`config.mk`:
```
export PLATFORM = sky130hd
export DESIGN_NAME = borrow_lookahead_subtractor
export DESIGN_NICKNAME = d
export VERILOG_FILES = /design/src/rtl/borrow_lookahead_subtractor.sv
export SDC_FILE = /design/constraint.sdc
export NUM_CORES = 1
export LEC_CHECK = 0
export BUFFER_PORTS_ARGS = -buffer_cell sky130_fd_sc_hd__buf_2
export CAP_MARGIN = 20
export CORE_UTILIZATION = 25
export CTS_CLUSTER_SIZE = 30
export DETAILED_ROUTE_END_ITERATION = 10
export PLACE_DENSITY = 0.45
export SLEW_MARGIN = 20
export SYNTH_ARGS = -nofsm -noshare
export SYNTH_HDL_FRONTEND = slang
export SYNTH_SLANG_ARGS = --single-unit
```
`constraint.sdc`:
```
create_clock -name clk -period 2.7 [get_ports clk]
set_input_delay 0.135 -clock clk [delete_from_list [all_inputs] [get_ports clk]]
set_output_delay 0.135 -clock clk [all_outputs]
set_load 0.01 [all_outputs]
```
`src/rtl/borrow_lookahead_subtractor.sv`:
```
// Multi-cycle unsigned subtractor: diff = a - b - bin, one 3-bit slice per clock.
// Each slice resolves its three internal borrows in parallel (lookahead) from
// the slice generate/propagate terms and the running borrow carried between
// clock cycles. A start/done handshake frames each operation.

// Checker for handshake invariants; holds no state of its own.
module borrow_lookahead_subtractor_chk #(
  parameter int SLICES = 4,
  parameter int CW     = 2
) (
  input logic          clk,
  input logic          rst,
  input logic          busy,
  input logic          done,
  input logic [CW-1:0] cnt
);

  // done and busy are never high together
  a_done_not_busy: assert property (@(posedge clk) disable iff (rst) !(done && busy));

  // done is a single-cycle pulse
  a_done_pulse: assert property (@(posedge clk) disable iff (rst) done |=> !done);

  // slice counter never runs past the last slice while busy
  a_cnt_range: assert property (@(posedge clk) disable iff (rst) busy |-> (int'(cnt) < SLICES));

endmodule

module borrow_lookahead_subtractor #(
  parameter int WIDTH  = 12,
  parameter int SLICES = WIDTH / 3
) (
  input  logic             clk,
  input  logic             rst,
  input  logic             start,
  input  logic [WIDTH-1:0] a,
  input  logic [WIDTH-1:0] b,
  input  logic             bin,
  output logic [WIDTH-1:0] diff,
  output logic             bout,
  output logic             busy,
  output logic             done
);

  localparam int CW = (SLICES > 1) ? $clog2(SLICES) : 1;
  localparam logic [CW-1:0] LAST_SLICE = CW'(SLICES - 1);

  typedef enum logic [1:0] {
    st_idle = 2'd0,
    st_run  = 2'd1,
    st_done = 2'd2
  } state_t;

  // 3-bit borrow-lookahead slice. Returns {borrow_out, d[2:0]}.
  // g_i = ~x_i & y_i (bit borrows by itself), p_i = ~(x_i ^ y_i) (bit passes
  // an incoming borrow through). All three borrows are flattened sums of
  // products so no borrow ripples through another bit's logic.
  function automatic logic [3:0] slice_sub(
    input logic [2:0] x,
    input logic [2:0] y,
    input logic       c0
  );
    logic [2:0] g;
    logic [2:0] p;
    logic       c1;
    logic       c2;
    logic       c3;
    g  = ~x & y;
    p  = ~(x ^ y);
    c1 = g[0] | (p[0] & c0);
    c2 = g[1] | (p[1] & g[0]) | (p[1] & p[0] & c0);
    c3 = g[2] | (p[2] & g[1]) | (p[2] & p[1] & g[0]) | (p[2] & p[1] & p[0] & c0);
    // d_i = x_i ^ y_i ^ c_i, and x_i ^ y_i is simply ~p_i
    return {c3, (~p) ^ {c2, c1, c0}};
  endfunction

  state_t           state_r;
  state_t           state_s;
  logic [CW-1:0]    cnt_r;
  logic [CW-1:0]    cnt_s;
  // Captured operands are shifted right by one slice each RUN cycle, so the
  // active slice is always in the low three bits.
  logic [WIDTH-1:0] a_r;
  logic [WIDTH-1:0] a_s;
  logic [WIDTH-1:0] b_r;
  logic [WIDTH-1:0] b_s;
  logic             borrow_r;
  logic             borrow_s;
  logic [WIDTH-1:0] diff_r;
  logic [WIDTH-1:0] diff_s;
  logic             bout_r;
  logic             bout_s;
  logic             busy_r;
  logic             busy_s;
  logic             done_r;
  logic             done_s;
  logic [3:0]       slice_s;

  // Next-state and next-output logic for the IDLE/RUN/DONE sequencer
  always_comb begin
    state_s  = state_r;
    cnt_s    = cnt_r;
    a_s      = a_r;
    b_s      = b_r;
    borrow_s = borrow_r;
    diff_s   = diff_r;
    bout_s   = bout_r;
    busy_s   = busy_r;
    done_s   = 1'b0;
    slice_s  = slice_sub(a_r[2:0], b_r[2:0], borrow_r);

    case (state_r)
      st_idle, st_done: begin
        // DONE accepts start exactly like IDLE, allowing back-to-back operations
        if (start) begin
          a_s      = a;
          b_s      = b;
          borrow_s = bin;
          cnt_s    = {CW{1'b0}};
          diff_s   = {WIDTH{1'b0}};
          busy_s   = 1'b1;
          state_s  = st_run;
        end else begin
          busy_s   = 1'b0;
          state_s  = st_idle;
        end
      end

      st_run: begin
        // Only the slice selected by the counter is overwritten; others hold
        for (int k = 0; k < SLICES; k++) begin
          diff_s[3*k +: 3] = (cnt_r == CW'(k)) ? slice_s[2:0] : diff_r[3*k +: 3];
        end
        a_s      = a_r >> 3'd3;
        b_s      = b_r >> 3'd3;
        borrow_s = slice_s[3];
        if (cnt_r == LAST_SLICE) begin
          bout_s  = slice_s[3];
          busy_s  = 1'b0;
          done_s  = 1'b1;
          cnt_s   = {CW{1'b0}};
          state_s = st_done;
        end else begin
          cnt_s   = cnt_r + {{(CW-1){1'b0}}, 1'b1};
          busy_s  = 1'b1;
          state_s = st_run;
        end
      end

      default: begin
        // Unreachable encoding: return to a safe idle state
        cnt_s    = {CW{1'b0}};
        busy_s   = 1'b0;
        state_s  = st_idle;
      end
    endcase
  end

  // State and output registers; synchronous reset aborts any in-flight operation
  always_ff @(posedge clk) begin
    if (rst) begin
      state_r  <= st_idle;
      cnt_r    <= {CW{1'b0}};
      a_r      <= {WIDTH{1'b0}};
      b_r      <= {WIDTH{1'b0}};
      borrow_r <= 1'b0;
      diff_r   <= {WIDTH{1'b0}};
      bout_r   <= 1'b0;
      busy_r   <= 1'b0;
      done_r   <= 1'b0;
    end else begin
      state_r  <= state_s;
      cnt_r    <= cnt_s;
      a_r      <= a_s;
      b_r      <= b_s;
      borrow_r <= borrow_s;
      diff_r   <= diff_s;
      bout_r   <= bout_s;
      busy_r   <= busy_s;
      done_r   <= done_s;
    end
  end

  assign diff = diff_r;
  assign bout = bout_r;
  assign busy = busy_r;
  assign done = done_r;

  borrow_lookahead_subtractor_chk #(
    .SLICES (SLICES),
    .CW     (CW)
  ) u_chk (
    .clk  (clk),
    .rst  (rst),
    .busy (busy_r),
    .done (done_r),
    .cnt  (cnt_r)
  );

endmodule
```
==> results.txt, run 1 <==
The remaining antenna violation count after routing came out at 0. The share of Yosys cell area claimed by the top area cell type is about 45%. On the critical path, the stage with the largest delay is an instance of sky130_fd_sc_hd__nor2b_1. The per-cell routed wire length is ~13 um. Across all layers, the routed design uses 1652 vias. The cell type with the largest total area after synthesis is sky130_fd_sc_hd__dfxtp_1.

The sequential-to-total area share from yosys stat came out at 44.9%. Across the run, the number of max-cap violations was 0. The termination of the worst setup path is borrow_r.

The length in cells of the worst reg-to-reg path is 4. The internal power of the cells totals 1.15 mW. After detailed routing, the number of vias per cell comes to 4.55.

The final worst slack is roughly 0.87 ns. The starting density of the core is 26.2%. The clock-pin slew on the worst setup and hold paths is approximately 0.080 ns. The clock insertion delay at the later pin of the skew report is a little under 0.3 ns. The mux share of post-synthesis cell area came out at 0%. The number of buffers inserted by post-CTS setup repair is 0. The flop-to-flop setup slack is 0.87 ns. The fraction of the cycle the final worst path needs is 67.9%. The number of global-route vias before repair came to roughly 1600.

The CTS tree is yes. The mean post-synth cell area is between 8 and 9 um2. The worst setup path is launched from a flip-flop. Summed over all cells, the static leakage comes to 0.972 nW.

The summed area of non-filler cells in the final layout came out at 2310 um2. The number of nets in the synthesized netlist came out at 263. The largest stage delay on the critical path is roughly 0.67 ns. Setup repair after global routing left no endpoint under its margin. The HPWL after detailed placement came out at 3310 um. The critical path contains buffers and inverters numbering 0 combined. The synthesis-to-layout area growth came out at 20.7%. The relative max-transition margin is 49.0%. The max-slew violation count is 0. The number of nets in the final layout is 299. The count of H-tree levels built during CTS is 2. Cells with a size suffix above 1 make up between 20% and 30% of the layout. The most critical setup path has its startpoint at state_r[0]. The post-cts sizing count came out at 0.

The worst register-to-register path ends at borrow_r. The number of filler instances in the final layout came out at 816. For this design the total switching power over the nets is 0.406 mW. The initialized floorplan defines 31 standard-cell rows.

The category of the critical setup timing path is reg -> reg. The summed negative setup slack over all endpoints is 0 ns. In this run, synthesis produced a sequential element count of 43. The global-route wire length before repair came out at a little under 8000 um.

The synthesized-area fraction occupied by ao, oa, aoi and oai cells came out at about 19%. The number of clock sinks seen by CTS is 43. The count of mapped cells out of synthesis is 227. Yosys mapped a number of flops with a built-in enable equal to 0. The final critical delay including setup and external delays is 1.83 ns. Sorting the synthesized cells by area gives the leading types as sky130_fd_sc_hd__dfxtp_1, sky130_fd_sc_hd__nor2_1, sky130_fd_sc_hd__a311oi_1. Traced cell by cell, the critical path runs through nor2b_1 -> nor2_2 -> a221oi_2 -> nor2_1.

STA puts the critical path data required time at 2.87 ns. The cell area after placement is 2180 um2. The final count of negative-setup-slack endpoints came out at 0. The clock network is responsible for 38.4% of the overall power.

The multi-input combinational cell area came out at approximately 940 um2. The worst path arrival time came out at 2.00 ns. The final count of hold timing violations was 0. The routed design has 4820 um of wire.

The total CTS buffers is 5. The setup slack after placement came out at 0.881 ns. The count of cell instances traversed by the critical path is 4. The placeable core area came out at 7330 um2.

The die width is 89.6 um. Across every metal layer, demand over resource in global routing totals 13.2%. In this run the tool buffered the top-level ports with 42 buffer cells. The count of placed standard cells in the final layout, fillers left out is 363. STA classifies the critical path endpoint as a flip-flop.

After detailed routing, the number of remaining DRC violations is 0. The synthesis warning total is 0. The transition time of the tightest slew-check pin is 0.764 ns. The placed instance count came out at 355. The pin count of the biggest net entering global routing is 41. Between clock sinks in the finished design, the worst skew comes to 0.00453 ns. The combinational family with the most area after synthesis is simple AND/OR/NAND/NOR gates. The total inserted antenna cells is 0.

Among cell families on the critical path, the largest total delay comes from simple AND/OR/NAND/NOR gates. The final weighted congestion of routability-driven global placement is 0.711. The fraction of registers with async set or reset after synthesis came out at 0%.

Sequential cells burn 45.5% of the power. The share of the synthesized netlist area taken by xor and xnor gates came out at 0.457%. The sequential cell area came out at 861 um2. Across the VDD grid, the largest voltage drop is 0.291 mV. The number of antenna violations at the first check in global routing is 0. The I/O pin total came out at between 40 and 50. The maximum fanout count along the critical path came out at 8. The net switching share of the total power is 26.1%. The upper clock frequency limit is 545 MHz.

The number of hold-repair buffers added at the cts stage is 0. The most common cell in the synthesized netlist is sky130_fd_sc_hd__nor2_1. The tree is rooted in a sky130_fd_sc_hd__clkbuf_8.

The flow ran to the end, and the final reports show no timing, DRC or antenna violations. The number of distinct library cells after synthesis is 31. Ranked by instance count, the synthesized netlist is headed by sky130_fd_sc_hd__nor2_1, sky130_fd_sc_hd__dfxtp_1, sky130_fd_sc_hd__nand2_1, sky130_fd_sc_hd__a311oi_1, sky130_fd_sc_hd__a22oi_1. The post-synth design cell area came out at 1920 um2. From bottom edge to top edge, the die measures approximately 90 um.

The residual overflow from global routing is 0. The simple-gate portion of the synthesized area came out at 23.5%. The number of DRC markers in iteration 0 came out at 75. For this run, the leading register cell type out of synthesis is sky130_fd_sc_hd__dfxtp_1. Power spread over the standard cell area amounts to 672 nW/um2. Of the total synthesized cell area, the portion taken by full adders, half adders and majority gates is 5.61%. The first TritonRoute pass finished after 4 iterations.

The clock passes through at most 2 buffers. The share of total power in combinational logic is 16.0%. The die covers 8030 um2. The worst register-to-register path begins at state_r[0]. The worst hold-check path type is in -> reg.
cells in the final DEF (no fill, tap or decap), drive strengths merged:
cell type,Yosys,routed
nor2,49,49
buf,11,46
dfxtp,43,43
nand2,42,42
a311oi,18,18
a22oi,12,12
ha,7,7
a21oi,7,7
clkbuf,6,6
inv,5,5
nor3,5,5
nand2b,4,4
o22ai,3,3
a211oi,2,2
bufinv,0,2
nor2b,2,2
nor3b,1,1
a22o,1,1
a221oi,1,1
o21ba,1,1
o21ai,1,1
nand3b,1,1
or2b,1,1
nand3,1,1
xor2,1,1
a31oi,1,1
fa,1,1
power by group through the flow:
| stage | clock [mW] | combinational (mW) | sequential (mW) |
|---|---|---|---|
| after floorplan | 0 | 0.184 | 0.720 |
| after global placement | 0 | 0.255 | 0.723 |
| after detailed placement | 0 | 0.252 | 0.723 |
| after CTS | 0.618 | 0.254 | 0.709 |
| after global routing | 0.639 | 0.284 | 0.715 |
| final | 0.598 | 0.249 | 0.709 |
worst min path at each step:
stage               start       to  depth (start not counted)
floorplan            a[4]   a_r[4]                          2
global placement     b[9]   b_r[9]                          3
detailed placement  b[10]  b_r[10]                          3
CTS                  b[6]   b_r[6]                          3
global route         b[5]   b_r[5]                          3
finish               b[6]   b_r[6]                          3
routing by layer:
metal / track usage (%) / share of wire [%] / vias up
met5: 0 / 0 / -
met4: 4.76 / 1.1 / 0
met3: 3.38 / 3.8 / 4
met2: 19.8 / 43 / 26
met1: 18.3 / 52 / 770
li1: - / - / 852
sequential cells by signal, summed over array words and instances, names as in the netlist:
signal    count
borrow_r      1
state_r       2
a_r          12
diff         12
bout          1
done          1
cnt_r         2
b_r          12
through the flow:
step,utilization (%),power (mW),hold WS (ns)
finish,31.6,1.56,0.0901
global route,31.6,1.64,0.0899
CTS,31.6,1.58,0.0812
detailed placement,29.8,0.975,0.401
global placement,29.8,0.978,0.401
floorplan,-,0.904,0.294
worst min-delay path: stages:
cell	delay (ns)
sky130_fd_sc_hd__buf_2	0.09
sky130_fd_sc_hd__nand2_1	0.04
sky130_fd_sc_hd__a311oi_1	0.07
cell families after synthesis:
group,Yosys count
adder cells (fa/ha/maj),8
XOR/XNOR,1
AO/OA/AOI/OAI,47
buffers and inverters,22
flip-flops,43
AND/OR/NAND/NOR,106
area by class of cell:
cell class,instances,share of cell area (%)
Multi-Input combinational cell,162,40.5
Sequential cell,43,37.2
Clock buffer,6,3.14
Clock inverter,2,2.59
Timing Repair Buffer,46,10.4
Inverter,5,0.811
Tap cell,99,5.35
(Power assumes the default switching activity.)
==> run 2: changes to the inputs <==
- clock period: 2.7 -> 1.8 ns (I/O delays scaled with it)
==> run 2 against run 1 <==
Against the previous run:
- via count grew 0.91%
- non-clock buffer count up 1
- first-iteration DRC count fell by 43%
- routed wire length shrank 0.89%
- worst hold slack lost 0.041 ns
- maximum frequency up 14%
- clock power about the same
- setup slack lost 0.68 ns
- combinational power is 55% higher
- critical path type unchanged
- largest cell class unchanged
- largest power group unchanged
==> results.txt, run 2 (synthesis results as in run 1) <==
The run finished with clean final reports. The congestion estimate from routability-driven global placement came to 0.698. The worst path in the final design needs a cycle of 1.61 ns, including I/O delays and setup. The cell row count is 31.

The global-route wire length before repair came out at 7560 um. The worst endpoint required time is 1.96 ns. The overall fraction of global-route tracks in use is 12.6%. The part of the total power dissipated in the clock network came out at 29.1%.

Final hold analysis gives a worst-case slack of 0.0490 ns. The starting density of the core came out at 26.2%. The die area is 8030 um2.

The max-slew violation count came out at 0. The clock passes through at most 2 buffers. The internal portion of total power came out at 1.45 mW. The worst hold path was traced through 3 stages. The worst hold-check path type is in -> reg. The final worst slack is 0.185 ns. In this run the post-CTS setup repair buffer count came out at 0. The synthesis-to-layout area growth is 19.3%. After global routing the overflow that remains totals 0. The fraction of the cycle the final worst path needs came out at 89.7%. The clock tree synthesis step divided the H-tree into 2 levels.

The final routed wirelength across all metal layers came out at 4770 um. The final count of hold timing violations came to 0. Setup violations remaining at the end of the flow were counted as 0. The clock skew is slightly above 0.007 ns. The fraction of final layout cells with drive strength greater than 1 came out at approximately a quarter. The worst pin sits at a relative slew slack of around 72%. The overall power consumption came out at 2.04 mW. The number of global-route vias before repair came out at 1547. The worst register-to-register path begins at a_r[0]. The setup slack after placement is 0.140 ns. The repair_antennas step left the layout with diodes totalling 0. Clock-pin slew was measured on the worst setup and hold paths at 0.08 ns. In this run the static leakage power is 0.961 nW. The overall via count from detail_route came out at 1667. The clock net in this run drives a total of 43 sinks. The clock insertion delay at the later pin of the skew report came out at 0.29 ns.

The fraction of the core area covered by cells at the end of the flow came out at 31.2%. Counting tap cells, the placed design contains a total of 356 instances. The startpoint identified for the worst hold timing path is b[9]. Of the total power, the share spent switching nets is 28.9%. The fraction of power consumed by sequential logic is 52.0%. Detailed placement finished with a half-perimeter wire length of 3260 um. The worst vdd rail ir drop is 0.281 mV.

In this run the horizontal extent of the chip is 89.6 um. The worst setup path is captured at a flip-flop. In the routed design, unresolved DRC markers number 0. The height of the chip came out at 89.6 um. The max-capacitance violation count is 0. The worst register-to-register path ends at diff[8]. The number of input and output port buffers inserted is 42. The number of nets in the final layout came out at 300. The kind of start point of the critical path is a flip-flop. For hold timing, the worst endpoint is b_r[9]. The I/O pin total is 43.

Power spread over the standard cell area amounts to 892 nW/um2. In this run the cell area measured after placement is approximately 2200 um2. The finished cells cover roughly 2300 um2. The library cells used most frequently in the layout, excluding fill and tap cells, are sky130_fd_sc_hd__nor2_1, sky130_fd_sc_hd__dfxtp_1, sky130_fd_sc_hd__nand2_1, sky130_fd_sc_hd__buf_2, sky130_fd_sc_hd__a311oi_1. The number of optimization iterations in the first detailed-route pass is 4. The flop-to-flop setup slack is around 0.19 ns. The summed negative setup slack over all endpoints is 0 ns. The via density per instance is 4.58. The critical path is of the reg -> reg type. The share of total power in combinational logic came out at roughly a fifth. The pin count of the biggest net entering global routing came out at between 40 and 50. The number of antenna violations at the first check in global routing came to 0.

The placeable core area came out at 7330 um2. TritonCTS built the clock tree. The remaining antenna violation count after routing came out at 0. The upper clock frequency limit is 619 MHz. The maximum fanout count along the critical path is 4. Setup repair after global routing left no endpoint under its margin. The clock tree root driver cell is sky130_fd_sc_hd__clkbuf_8. The number of DRC markers in iteration 0 is 43. At the pin with the least slew margin, the transition time is 0.419 ns. STA puts the critical path data arrival time at 1.78 ns. The number of clock buffers added by TritonCTS is 5. Leaving out filler cells and counting taps, the final layout contains 364.

Counting cells, the worst reg-to-reg path comes to 6. The library cell used most frequently in the layout, excluding fill and tap cells, is sky130_fd_sc_hd__nor2_1. Dividing the detail-routed wire length by the instance count gives 13.1 um. In this run the power spent charging and discharging nets is 0.591 mW.
[run 2: layout make-up]
type | instances | area, um2
Clock buffer | 7 | 76.3
Fill cell | 806 | 5040
Multi-Input combinational cell | 162 | 943
Tap cell | 99 | 124
Clock inverter | 1 | 5.00
Inverter | 5 | 18.8
Sequential cell | 43 | 861
Timing Repair Buffer | 47 | 260
[run 2: routing by layer]
metal	global-route usage [%]	routed length, um
met2	18.2	2110
met4	4.76	46
met5	0	0
met1	17.4	2390
met3	3.93	224
[run 2: worst max-delay path by stage]
stage               slack (ns)   start  endpoint  depth (start not counted)
floorplan                 0.29  a_r[0]   diff[5]                          6
global placement          0.16  a_r[0]   diff[5]                          6
detailed placement        0.14  a_r[0]   diff[5]                          6
CTS                       0.12  a_r[0]   diff[5]                          6
global route              0.05  a_r[0]   diff[8]                          6
finish                    0.19  a_r[0]   diff[8]                          6
[run 2: what timing repair did]
| item | 4_1_cts | 5_1_grt |
|---|---|---|
| endpoints found under the hold margin | 0 | 0 |
| resized for setup | 0 | 1 |
| setup endpoints to repair | 0 | 3 |
| hold buffers | 0 | 0 |
[run 2: critical path, stage by stage, from the launching register on]
cell and delay, ns:
sky130_fd_sc_hd__dfxtp_1 0.34, sky130_fd_sc_hd__inv_1 0.07, sky130_fd_sc_hd__ha_1 0.30, sky130_fd_sc_hd__a211oi_2 0.28
sky130_fd_sc_hd__nor3b_2 0.11, sky130_fd_sc_hd__o21ai_1 0.26, sky130_fd_sc_hd__o22ai_1 0.13
[run 2: power by group through the flow]
stage	logic [mW]	clock network (mW)	registers (mW)
after floorplan	0.276	0	1.08
after global placement	0.388	0	1.08
after detailed placement	0.388	0	1.08
after CTS	0.391	0.626	1.06
after global routing	0.438	0.660	1.07
final	0.386	0.595	1.06
